--- config.mk ---
export PLATFORM = sky130hd
export DESIGN_NAME = and_operand_feeder_flat
export DESIGN_NICKNAME = d
export VERILOG_FILES = /design/src/rtl/and_operand_feeder_pkg.sv /design/src/rtl/and_operand_feeder_if.sv /design/src/rtl/and_operand_feeder_fifo.sv /design/src/rtl/and_operand_feeder.sv /design/src/flat_wrapper.sv
export SDC_FILE = /design/constraint.sdc
export NUM_CORES = 1
export LEC_CHECK = 0
export BUFFER_PORTS_ARGS = -buffer_cell sky130_fd_sc_hd__buf_4
export CORE_UTILIZATION = 25
export DETAILED_ROUTE_END_ITERATION = 16
export SKIP_CTS_REPAIR_TIMING = 1
export SYNTH_ARGS = -nofsm -noshare
export SYNTH_HDL_FRONTEND = slang
export SYNTH_SLANG_ARGS = --single-unit
--- constraint.sdc ---
create_clock -name clk -period 2.6 [get_ports clk]
set_clock_uncertainty 0.15 [all_clocks]
set_input_delay 0.78 -clock clk [delete_from_list [all_inputs] [get_ports clk]]
set_output_delay 0.78 -clock clk [all_outputs]
set_load 0.05 [all_outputs]
--- src/rtl/and_operand_feeder_pkg.sv ---
// Shared types for the AND operand feeder.
//   FEEDER_WIDTH   : default operand/result width
//   operand_pair_t : one {a, b} operand pair as stored in the FIFO
//   result_rec_t   : one {a, b, y} result record as emitted downstream
//   res_state_t    : result register occupancy (EMPTY / HOLD)
package feeder_pkg;

  localparam int FEEDER_WIDTH = 4;

  typedef struct packed {
    logic [FEEDER_WIDTH-1:0] a;
    logic [FEEDER_WIDTH-1:0] b;
  } operand_pair_t;

  typedef struct packed {
    logic [FEEDER_WIDTH-1:0] a;
    logic [FEEDER_WIDTH-1:0] b;
    logic [FEEDER_WIDTH-1:0] y;
  } result_rec_t;

  typedef enum logic {
    EMPTY = 1'b0,
    HOLD  = 1'b1
  } res_state_t;

endpackage

--- src/rtl/and_operand_feeder_if.sv ---
// Valid/ready streams of the AND operand feeder.
//   in_valid/in_ready/in_a/in_b          : operand pair stream into the feeder
//   out_valid/out_ready/out_a/out_b/out_y : result record stream out of the feeder
// master = producer/consumer side (bench), slave = the feeder itself.
interface and_operand_feeder_if
  import feeder_pkg::*;
#(
  parameter int WIDTH = FEEDER_WIDTH
) ();

  logic             in_valid;
  logic             in_ready;
  logic [WIDTH-1:0] in_a;
  logic [WIDTH-1:0] in_b;
  logic             out_valid;
  logic             out_ready;
  logic [WIDTH-1:0] out_a;
  logic [WIDTH-1:0] out_b;
  logic [WIDTH-1:0] out_y;

  modport master (
    output in_valid, in_a, in_b, out_ready,
    input  in_ready, out_valid, out_a, out_b, out_y
  );

  modport slave (
    input  in_valid, in_a, in_b, out_ready,
    output in_ready, out_valid, out_a, out_b, out_y
  );

endinterface

--- src/rtl/and_operand_feeder_fifo.sv ---
// DEPTH-entry synchronous FIFO of operand pairs.
//   clk, rst_n  : clock, asynchronous active-low reset (empties the FIFO)
//   push, wdata : write wdata at the tail (ignored when full)
//   pop         : drop the head entry (ignored when empty)
//   head        : head entry, all-zero while empty
//   full, empty : occupancy flags, decoded from registered pointers only
module operand_fifo
  import feeder_pkg::*;
#(
  parameter int DEPTH = 4
) (
  input  logic          clk,
  input  logic          rst_n,
  input  logic          push,
  input  operand_pair_t wdata,
  input  logic          pop,
  output operand_pair_t head,
  output logic          full,
  output logic          empty
);

  localparam int AW = $clog2(DEPTH);

  // One extra pointer bit separates "full" from "empty" when the index fields match.
  logic [AW:0]   wr_ptr;
  logic [AW:0]   rd_ptr;
  operand_pair_t mem [DEPTH];

  logic do_push;
  logic do_pop;

  assign do_push = push && !full;
  assign do_pop  = pop && !empty;

  // NOTE: sequential state uses non-blocking assignment so every flop samples pre-edge values.
  always_ff @(posedge clk or negedge rst_n) begin
    if (!rst_n) begin
      wr_ptr <= '0;
      rd_ptr <= '0;
    end else begin
      if (do_push) wr_ptr <= wr_ptr + 1'b1;
      if (do_pop)  rd_ptr <= rd_ptr + 1'b1;
    end
  end

  // NOTE: storage is deliberately not reset; stale contents are never observable
  // because head is forced to zero while the pointers say the FIFO is empty.
  always_ff @(posedge clk) begin
    if (do_push) mem[wr_ptr[AW-1:0]] <= wdata;
  end

  assign empty = (wr_ptr == rd_ptr);
  assign full  = (wr_ptr[AW] != rd_ptr[AW]) && (wr_ptr[AW-1:0] == rd_ptr[AW-1:0]);
  assign head  = empty ? '0 : mem[rd_ptr[AW-1:0]];

endmodule

--- src/rtl/and_operand_feeder.sv ---
// Operand feeder for the combinational 4-bit AND unit.
//   clk, rst_n   : clock, asynchronous active-low reset
//   bus (slave)  : in_* operand pair stream, out_* result record stream
//   op_a, op_b   : head pair driven to the AND unit (zero when the FIFO is empty)
//   op_y         : AND unit result, combinational on op_a/op_b
//   txn_count    : completed output handshakes, wraps modulo 2^CNT_W
// The packed record types use feeder_pkg::FEEDER_WIDTH, so WIDTH must match it.
module and_operand_feeder
  import feeder_pkg::*;
#(
  parameter int WIDTH = FEEDER_WIDTH,
  parameter int DEPTH = 4,
  parameter int CNT_W = 16
) (
  input  logic                 clk,
  input  logic                 rst_n,
  and_operand_feeder_if.slave  bus,
  output logic [WIDTH-1:0]     op_a,
  output logic [WIDTH-1:0]     op_b,
  input  logic [WIDTH-1:0]     op_y,
  output logic [CNT_W-1:0]     txn_count
);

  operand_pair_t pair_in;
  operand_pair_t head;
  result_rec_t   rec_q;
  res_state_t    state_q;
  res_state_t    state_d;
  logic          fifo_full;
  logic          fifo_empty;
  logic          ready_q;
  logic          push;
  logic          pop;
  logic          out_fire;

  // Holds in_ready low while in reset and for the reset-release edge itself.
  always_ff @(posedge clk or negedge rst_n) begin
    if (!rst_n) ready_q <= 1'b0;
    else        ready_q <= 1'b1;
  end

  assign bus.in_ready = ready_q && !fifo_full;
  assign push         = bus.in_valid && bus.in_ready;
  assign pair_in      = '{a: bus.in_a, b: bus.in_b};

  // A pair pushed into an empty FIFO only becomes head after the edge, so it
  // can never be popped in the same cycle it arrives.
  assign pop      = !fifo_empty && (state_q == EMPTY || bus.out_ready);
  assign out_fire = bus.out_valid && bus.out_ready;

  operand_fifo #(
    .DEPTH (DEPTH)
  ) u_fifo (
    .clk   (clk),
    .rst_n (rst_n),
    .push  (push),
    .wdata (pair_in),
    .pop   (pop),
    .head  (head),
    .full  (fifo_full),
    .empty (fifo_empty)
  );

  assign op_a = head.a;
  assign op_b = head.b;

  // Result register state machine: state register.
  always_ff @(posedge clk or negedge rst_n) begin
    if (!rst_n) state_q <= EMPTY;
    else        state_q <= state_d;
  end

  // Result register state machine: next state.
  // NOTE: every combinational output gets a default first, so no path infers a latch.
  always_comb begin
    state_d = state_q;
    if (pop)                                  state_d = HOLD;
    else if (state_q == HOLD && bus.out_ready) state_d = EMPTY;
  end

  // Result register state machine: outputs.
  always_comb begin
    bus.out_valid = (state_q == HOLD);
  end

  // Captured record; held while the consumer stalls because pop is then false.
  always_ff @(posedge clk or negedge rst_n) begin
    if (!rst_n)   rec_q <= '0;
    else if (pop) rec_q <= '{a: op_a, b: op_b, y: op_y};
  end

  assign bus.out_a = rec_q.a;
  assign bus.out_b = rec_q.b;
  assign bus.out_y = rec_q.y;

  always_ff @(posedge clk or negedge rst_n) begin
    if (!rst_n)        txn_count <= '0;
    else if (out_fire) txn_count <= txn_count + CNT_W'(1);
  end

endmodule

--- src/flat_wrapper.sv ---
// flat-port wrapper written by rule: the top's interface ports become plain ports
module and_operand_feeder_flat import feeder_pkg::*;
#(
  parameter int WIDTH = FEEDER_WIDTH,
  parameter int DEPTH = 4,
  parameter int CNT_W = 16
)
  (clk, rst_n, op_a, op_b, op_y, txn_count, bus_in_valid, bus_in_a, bus_in_b, bus_out_ready, bus_in_ready, bus_out_valid, bus_out_a, bus_out_b, bus_out_y);
  and_operand_feeder_if #(.WIDTH(WIDTH)) bus_i ();
  input  logic clk;
  input  logic rst_n;
  output logic [WIDTH-1:0] op_a;
  output logic [WIDTH-1:0] op_b;
  input  logic [WIDTH-1:0] op_y;
  output logic [CNT_W-1:0] txn_count;
  input wire logic [$bits(bus_i.in_valid)-1:0] bus_in_valid;
  input wire logic [$bits(bus_i.in_a)-1:0] bus_in_a;
  input wire logic [$bits(bus_i.in_b)-1:0] bus_in_b;
  input wire logic [$bits(bus_i.out_ready)-1:0] bus_out_ready;
  output wire logic [$bits(bus_i.in_ready)-1:0] bus_in_ready;
  output wire logic [$bits(bus_i.out_valid)-1:0] bus_out_valid;
  output wire logic [$bits(bus_i.out_a)-1:0] bus_out_a;
  output wire logic [$bits(bus_i.out_b)-1:0] bus_out_b;
  output wire logic [$bits(bus_i.out_y)-1:0] bus_out_y;
  assign bus_i.in_valid = bus_in_valid;
  assign bus_i.in_a = bus_in_a;
  assign bus_i.in_b = bus_in_b;
  assign bus_i.out_ready = bus_out_ready;
  assign bus_in_ready = bus_i.in_ready;
  assign bus_out_valid = bus_i.out_valid;
  assign bus_out_a = bus_i.out_a;
  assign bus_out_b = bus_i.out_b;
  assign bus_out_y = bus_i.out_y;
  and_operand_feeder #(.WIDTH(WIDTH), .DEPTH(DEPTH), .CNT_W(CNT_W)) u_core (.clk(clk), .rst_n(rst_n), .bus(bus_i), .op_a(op_a), .op_b(op_b), .op_y(op_y), .txn_count(txn_count));
endmodule
==> results of run 1 <==
==> sequential cells by signal (all words and copies together) (netlist names) <==
| register | flops |
|---|---|
| u_core.u_fifo.wr_ptr | 3 |
| u_core.txn_count | 16 |
| u_core.u_fifo.rd_ptr | 3 |
| u_core.bus.out_a | 4 |
| u_core.bus.out_valid | 1 |
| u_core.bus.out_b | 4 |
| u_core.u_fifo.mem | 32 |
| u_core.bus.out_y | 4 |
| u_core.ready_q | 1 |
==> kinds of logic (layout without fill, tap and decap cells) <==
group	after synthesis	in the layout	share of synthesized area, %
other cells	1	1	0.130
mux	22	22	12.8
compound gates	4	4	1.90
fa+ha+maj	6	6	2.60
xor+xnor	23	23	8.26
flops	68	68	64.4
buf+inv	6	83	1.73
simple gates	43	43	8.17
==> area by class of cell <==
class,instances,share of cell area [%]
multi-input combinational,99,25.9
inverter,3,0.296
clock buffer,11,6.11
sequential,68,49.0
tap,140,4.60
timing repair buffer,64,13.3
clock inverter,5,0.789
==> synthesized netlist by cell type <==
cell type / n / share of area, %
o21ai_0: 1 / 0.17
inv_1: 3 / 0.39
a31oi_4: 2 / 1.5
mux4_2: 7 / 5.4
mux2_2: 6 / 2.3
nor2_1: 3 / 0.39
and3_1: 2 / 0.43
a21boi_0: 1 / 0.26
xnor2_1: 16 / 4.8
mux2_4: 8 / 4.2
buf_6: 1 / 0.39
nand3_1: 5 / 0.86
and2_1: 13 / 2.8
dfrtp_1: 36 / 31
nand2_4: 1 / 0.39
nor3_1: 2 / 0.35
and2_2: 1 / 0.26
mux4_1: 1 / 0.91
xnor2_4: 2 / 1.9
nor2b_1: 1 / 0.22
xor2_1: 5 / 1.5
nand4_1: 5 / 1.1
or2_2: 1 / 0.22
conb_1: 1 / 0.13
nand2_1: 9 / 1.2
buf_12: 1 / 0.69
ha_1: 6 / 2.6
buf_4: 1 / 0.26
edfxtp_1: 32 / 33
==> stage by stage <==
step / setup TNS (ps) / instance area [sq um]
2_1_floorplan: 0 / 2890
3_3_place_gp: 0 / 3490
3_5_place_dp: 0 / 3490
4_1_cts: -2320 / 3760
5_1_grt: -1470 / 3810
6_report: -921 / 3810
==> worst paths after layout <==
check	end	from	slack [ps]	depth (start not counted)
worst min register to register	u_core.txn_count[15]$_DFFE_PN0P_	u_core.txn_count[15]$_DFFE_PN0P_	320	1
min in group clk	u_core.txn_count[15]$_DFFE_PN0P_	u_core.txn_count[15]$_DFFE_PN0P_	320	1
max in group asynchronous	u_core.u_fifo.wr_ptr[1]$_DFFE_PN0P_	rst_n	1660	1
worst max register to register	u_core.u_fifo.mem[1][7]$_DFFE_PP_	u_core.u_fifo.wr_ptr[0]$_DFFE_PN0P_	520	4
worst min-delay path	u_core.txn_count[15]$_DFFE_PN0P_	rst_n	270	1
worst max-delay path	op_a[3]	u_core.u_fifo.rd_ptr[0]$_DFFE_PN0P_	-130	4
==> routing by layer <==
layer  up-vias  track usage (%)
li1        769                -
met1       821             12.3
met2        44             16.2
met3         9             3.68
met4         0             3.71
met5         -                0
==> key figures, run 1 <==
Run status
  – Result of the run: finished with violations
  – Violations in the final reports: setup timing

Final layout
  – ANT cells: 0
  – Fraction of final layout cells sized beyond drive strength 1: 45.2%
  – Filler Cell Count: 1098
  – Area added between synthesis and finish: 31.6%
  – Fin nets: 267
  – Most frequent standard cell in the layout excluding fill and tap cells: buf_4
  – Commonest cells after routing, fill and taps aside: buf_4, dfrtp_1, edfxtp_1
  – Area taken by multi-input logic gates: 987 sq um
  – Count of non-filler cells in the finished layout: 390
  – Storage element area: 1860 sq um
  – Final core occ: 34.4%

Logic synthesis
  – Cells after synthesis: 173
  – Number of synthesized register bits: 68
  – Yosys warnings: 0
  – Synth Net Count: 195
  – Number of distinct library cell variants in the gate-level netlist after synthesis: 29
  – Cell area after synthesis: 2890 sq um
  – Sequential cell area fraction in the yosys report: 64.4%
  – Syn Area/Cell: 16.7 sq um

Worst setup path
  – Total buffers and inverters traversed by the critical path: 2
  – Startpoint-to-endpoint class of the critical path: flop to output port
  – Data arrival time of the critical path: 1800 ps
  – Library cell appearing most often on the critical path: buf_4
  – Crit-path slowest cell: mux4_2
  – Kind of start point of the critical path: flop
  – Critical path peak fanout: 5
  – Biggest cell delay along the critical path: 500 ps
  – Required time at the worst-slack endpoint: 1670 ps
  – Critical path capture point type: output port
  – Ordered cell list for the critical path: buf_4, mux4_2, and2_1, buf_4
  – Delay-heaviest family, CP: multiplexers

Placed design
  – Buffers on Ports: 53
  – Placed cell count: 372
  – Post-placement worst setup slack: 36.0 ps
  – DP HPWL: 3.98 mm
  – Final estimated routing congestion in global placement: 0.731

Floorplan
  – Width of the die: 110 um
  – Initial core utilization: 26.1%
  – Standard cell core area: 11100 sq um
  – Die Footprint: 12000 sq um
  – Floorplan die height: 110 um
  – Number of rows created at floorplan: 38
  – Ports placed on the boundary: 54

Drt
  – Number of vias after detailed routing: 1643
  – Number of search-and-repair iterations in the first detailed-routing pass: 4
  – Detailed-routed wire length on met3: 270 um
  – DRC viols: 0
  – Met2 wire len: 2.71 mm
  – Wirelength per Cell: 14.3 um
  – ANT nets after route: 0
  – Mean number of vias per cell: 4.21
  – Post-Route WL: 5.57 mm
  – M1 WL: 2.52 mm
  – Uppermost routed layer: met4
  – Iter 0 DRT Violations: 53

Min path
  – Tightest Hold Check Type: primary input to async pin

Clock tree
  – TritonCTS clock tree: done
  – TritonCTS buffer count: 9
  – Register clock-pin slew on the reported worst setup and hold paths: 50 ps
  – Clock insertion delay at the later pin of the skew report: 320 ps
  – Clk Tree Root Cell: clkbuf_16
  – Clk sink count: 68
  – H-Tree Depth: 3
  – Deepest clock path buffer count: 2

GRT
  – Number of antenna violations at the first check in global routing: 0
  – Via count of the first global-routing pass: 1591
  – Global-route usage over all layers: 10.0%
  – Pin count of the biggest net entering global routing: 37
  – GRT overflow: 0
  – First-pass GRT wire length: 8.58 mm

STA
  – Slew of the pin with the lowest slew margin: 508 ps
  – Tmin final: 2730 ps
  – Worst Hold Slack: 268 ps
  – Endpoints failing setup: 8
  – Worst max-slew margin expressed relative to the limit: 66.1%
  – Total count of hold-check failures in the final report: 0
  – Unrepaired setup endpoints after global routing: true
  – Number of pins exceeding their max-slew limit in the final report: 0
  – Crit path setup slack, layout: -129 ps
  – Final worst path period share: 105%
  – Highest attainable clock frequency: 366 MHz

Run
  – Max Cap Violations: 0
Power of run 1 is not shown: default switching activity piles up to over one toggle a cycle in this logic, so the estimate is an artifact.
==> run 2: changes to the inputs <==
Settings changed: REMOVE_ABC_BUFFERS from default to 1.
==> run 2 against run 1 <==
Against the previous run: the flow still finishes with violations (setup timing); worst hold slack better by 1.8 ps; cell area is 4.3% higher; fmax is 2.5% higher; clock-buffer cell count is 1 lower; critical path depth stayed put; critical path type unchanged; highest routed layer unchanged.
==> key figures, run 2 (same netlist as run 1, synthesis figures left out) <==
STA
  – Crit path setup slack, layout: -63.2 ps
  – Number of pins exceeding their max-slew limit in the final report: 0
  – Final worst path period share: 102%
  – Endpoints failing setup: 8
  – Tmin final: 2660 ps
  – Unrepaired setup endpoints after global routing: true
  – Worst Hold Slack: 269 ps
  – Highest attainable clock frequency: 375 MHz
  – Total count of hold-check failures in the final report: 0

Clock tree
  – TritonCTS buffer count: 9
  – H-Tree Depth: 3
  – Clk Tree Root Cell: clkbuf_16
  – TritonCTS clock tree: done
  – Clk sink count: 68
  – Deepest clock path buffer count: 2
  – Clock insertion delay at the later pin of the skew report: 320 ps
  – Register clock-pin slew on the reported worst setup and hold paths: 60 ps

Floorplan
  – Ports placed on the boundary: 54
  – Number of rows created at floorplan: 38
  – Die Footprint: 12000 sq um
  – Initial core utilization: 26.1%
  – Floorplan die height: 110 um
  – Width of the die: 110 um
  – Standard cell core area: 11100 sq um

GRT
  – Global-route usage over all layers: 10.1%
  – First-pass GRT wire length: 8.82 mm
  – GRT overflow: 0
  – Pin count of the biggest net entering global routing: 37
  – Via count of the first global-routing pass: 1681
  – Number of antenna violations at the first check in global routing: 0

Placed design
  – Area post-placement: 3490 sq um
  – Buffers on Ports: 53
  – Final estimated routing congestion in global placement: 0.730
  – DP HPWL: 3.83 mm

Drt
  – DRC viols: 0
  – Post-Route WL: 5.90 mm
  – ANT nets after route: 0
  – Number of search-and-repair iterations in the first detailed-routing pass: 4
  – Mean number of vias per cell: 4.24
  – Number of vias after detailed routing: 1667
  – Wirelength per Cell: 15.0 um
  – Iter 0 DRT Violations: 62

Worst setup path
  – Required time at the worst-slack endpoint: 1670 ps
  – Critical path capture point type: output port
  – Startpoint-to-endpoint class of the critical path: flop to output port
  – Delay-heaviest family, CP: multiplexers
  – Critical path peak fanout: 5
  – Worst R2R Setup Slack: 380 ps
  – Biggest cell delay along the critical path: 520 ps
  – Number of cells on the worst reg-to-reg path: 6
  – Stages on the worst setup path: 4
  – Kind of start point of the critical path: flop
  – Total buffers and inverters traversed by the critical path: 2
  – Ordered cell list for the critical path: clkbuf_16, mux4_2, and2_4, buf_8
  – Data arrival time of the critical path: 1730 ps
  – Crit-path slowest cell: mux4_2

Final layout
  – Commonest cells after routing, fill and taps aside: buf_4, dfrtp_1, edfxtp_1
  – Fin nets: 270
  – Area added between synthesis and finish: 37.3%
  – Final design instance area without fill: 3970 sq um
  – Max reg flops: 32
  – Most frequent standard cell in the layout excluding fill and tap cells: buf_4
  – Fraction of final layout cells sized beyond drive strength 1: 49.0%
  – ANT cells: 0

Run status
  – Result of the run: finished with violations
  – Violations in the final reports: setup timing

Min path
  – Tightest Hold Check Type: primary input to async pin

Run
  – Max Cap Violations: 0
-- run 2: worst paths after layout --
kind	startpoint	end
setup / recovery	u_core.u_fifo.rd_ptr[0]$_DFFE_PN0P_	op_b[1]
hold / removal	rst_n	u_core.bus.out_y[3]$_DFFE_PN0P_
setup reg to reg	u_core.u_fifo.rd_ptr[0]$_DFFE_PN0P_	u_core.u_fifo.mem[2][0]$_DFFE_PP_
hold reg to reg	u_core.txn_count[15]$_DFFE_PN0P_	u_core.txn_count[15]$_DFFE_PN0P_
max in group asynchronous	rst_n	u_core.u_fifo.rd_ptr[0]$_DFFE_PN0P_
min in group clk	u_core.txn_count[15]$_DFFE_PN0P_	u_core.txn_count[15]$_DFFE_PN0P_
-- run 2: metrics by stage --
| step | TNS (ps) | instances | worst slack, ps | util (%) |
|---|---|---|---|---|
| 2_1_floorplan | -544 | 170 | -544 | - |
| 3_3_place_gp | 0 | 370 | 145 | 31.5 |
| 3_5_place_dp | 0 | 370 | 112 | 31.5 |
| 4_1_cts | -1820 | 386 | -235 | 34.3 |
| 5_1_grt | -718 | 393 | -111 | 35.8 |
| 6_report | -338 | 393 | -63.2 | 35.8 |
-- run 2: cell type report --
class	instances	area [sq um]
clock buffers	10	239
inverters	3	11.3
well taps	140	175
multi-input cells	100	1050
repair buffers	66	571
flip-flops and latches	68	1860
clock inverters	6	63.8
fillers	1055	7110
-- run 2: metal layers --
| layer | vias up | track usage [%] | share of wire (%) |
|---|---|---|---|
| li1 | 776 | - | - |
| met1 | 837 | 11.7 | 42 |
| met2 | 46 | 16.5 | 51 |
| met3 | 8 | 3.68 | 6.2 |
| met4 | 0 | 5.14 | 1.5 |
| met5 | - | 0 | 0 |
Power of run 2 is left out for the same reason.
==> run 3: changes to the inputs <==
Settings changed: BUFFER_PORTS_ARGS -buffer_cell sky130_fd_sc_hd__buf_4 to default, CORE_UTILIZATION 25 to 40, DONT_BUFFER_PORTS from default to 1.
==> run 3 against run 2 <==
Against the previous run: the run still ends with setup timing left; critical path depth is the same; non-clock buffer count shrank 41; die area shrank 37%; global-route usage grew 4.2 points; via count shrank 9.4%; register-to-register slack gained 80 ps; clock-buffer cell count shrank 1; cell area shrank 11%; sequential share of layout area grew 5.7 points; fmax shrank 2.0%.
==> key figures, run 3 (same netlist as run 1, synthesis figures left out) <==
Clock tree
  – TritonCTS buffer count: 9
  – Clk Tree Root Cell: clkbuf_8
  – Clock insertion delay at the later pin of the skew report: 340 ps
  – TritonCTS clock tree: done
  – Deepest clock path buffer count: 2
  – Register clock-pin slew on the reported worst setup and hold paths: 80 ps
  – H-Tree Depth: 3
  – Clk sink count: 68

Final layout
  – Filler Cell Count: 595
  – Max reg flops: 32
  – Fraction of final layout cells sized beyond drive strength 1: 39.3%
  – Commonest cells after routing, fill and taps aside: dfrtp_1, edfxtp_1, xnor2_1
  – Most frequent standard cell in the layout excluding fill and tap cells: dfrtp_1
  – ANT cells: 0
  – Final design instance area without fill: 3540 sq um
  – Fin nets: 228
  – Area added between synthesis and finish: 22.4%
  – Storage element area: 1860 sq um
  – Area taken by multi-input logic gates: 1030 sq um

GRT
  – GRT overflow: 0
  – Pin count of the biggest net entering global routing: 37
  – Via count of the first global-routing pass: 1609
  – First-pass GRT wire length: 7.75 mm
  – Global-route usage over all layers: 14.3%
  – Number of antenna violations at the first check in global routing: 0

STA
  – Endpoints failing setup: 8
  – Tmin final: 2720 ps
  – Slew of the pin with the lowest slew margin: 652 ps
  – Crit path setup slack, layout: -117 ps
  – Number of pins exceeding their max-slew limit in the final report: 0
  – Total count of hold-check failures in the final report: 0
  – Worst max-slew margin expressed relative to the limit: 56.5%
  – Final worst path period share: 104%
  – Highest attainable clock frequency: 368 MHz
  – Worst Hold Slack: 108 ps
  – Unrepaired setup endpoints after global routing: true

Floorplan
  – Floorplan die height: 87.0 um
  – Number of rows created at floorplan: 30
  – Standard cell core area: 6910 sq um
  – Initial core utilization: 41.9%
  – Die Footprint: 7580 sq um
  – Ports placed on the boundary: 54
  – Width of the die: 87.0 um

Worst setup path
  – Total buffers and inverters traversed by the critical path: 2
  – Worst setup path endpoint: op_a[3]
  – Critical path peak fanout: 4
  – Delay-heaviest family, CP: multiplexers
  – Kind of start point of the critical path: flop
  – Ordered cell list for the critical path: buf_4, mux4_2, and2_4, buf_12
  – Crit-path slowest cell: mux4_2
  – Worst R2R Setup Slack: 460 ps
  – Data arrival time of the critical path: 1790 ps
  – Biggest cell delay along the critical path: 530 ps
  – Required time at the worst-slack endpoint: 1670 ps
  – Stages on the worst setup path: 4
  – Critical path capture point type: output port
  – Startpoint-to-endpoint class of the critical path: flop to output port
  – Number of cells on the worst reg-to-reg path: 5
  – R2r startpoint: u_core.u_fifo.rd_ptr[0]$_DFFE_PN0P_
  – Source of the critical timing path: u_core.u_fifo.rd_ptr[0]$_DFFE_PN0P_
  – Critical R2R Capture: u_core.u_fifo.mem[3][2]$_DFFE_PP_

Run status
  – Result of the run: finished with violations
  – Violations in the final reports: setup timing

Drt
  – Iter 0 DRT Violations: 44
  – M1 WL: 2.06 mm
  – Wirelength per Cell: 16.3 um
  – ANT nets after route: 0
  – Number of search-and-repair iterations in the first detailed-routing pass: 4
  – Number of vias after detailed routing: 1511
  – DRC viols: 0
  – Mean number of vias per cell: 4.92
  – Met2 wire len: 2.59 mm
  – Post-Route WL: 5.00 mm
  – Uppermost routed layer: met4
  – Detailed-routed wire length on met3: 276 um

Placed design
  – Final estimated routing congestion in global placement: 0.758
  – Buffers on Ports: 0
  – Post-placement worst setup slack: 94.7 ps
  – Area post-placement: 3200 sq um
  – DP HPWL: 3.57 mm

Run
  – Max Cap Violations: 0

Min path
  – Tightest Hold Check Type: primary input to async pin
## run 3: cell type report
type,instances,share of cell area [%]
well taps,96,3.39
clock inverters,7,2.26
flip-flops and latches,68,52.7
multi-input cells,99,29.0
clock buffers,9,3.50
inverters,3,0.318
repair buffers,25,8.90
## run 3: per-layer routing
metal  global-route usage (%)  vias up
met5                        0        -
met4                     7.73        0
met3                     4.93        8
met2                     24.6       50
met1                     15.6      769
li1                         -      684
## run 3: how the worst min path moves through the flow
stage | startpoint | to | slack (ps) | cells past startpoint
after global placement | rst_n | u_core.txn_count[5]$_DFFE_PN0P_ | 340 | 0
final | rst_n | u_core.txn_count[3]$_DFFE_PN0P_ | 110 | 1
after detailed placement | rst_n | u_core.txn_count[6]$_DFFE_PN0P_ | 340 | 0
after CTS | rst_n | u_core.txn_count[6]$_DFFE_PN0P_ | -50 | 0
after floorplan | rst_n | u_core.bus.out_a[0]$_DFFE_PN0P_ | 330 | 0
after global routing | rst_n | u_core.txn_count[2]$_DFFE_PN0P_ | 100 | 1
## run 3: stage by stage
step | utilization [%] | setup TNS, ps | std cells
2_1_floorplan | - | -544 | 170
3_3_place_gp | 46.4 | 0 | 283
3_5_place_dp | 46.4 | 0 | 283
4_1_cts | 49.3 | -2320 | 299
5_1_grt | 51.3 | -1110 | 307
6_report | 51.3 | -715 | 307
Power of run 3 is left out for the same reason.
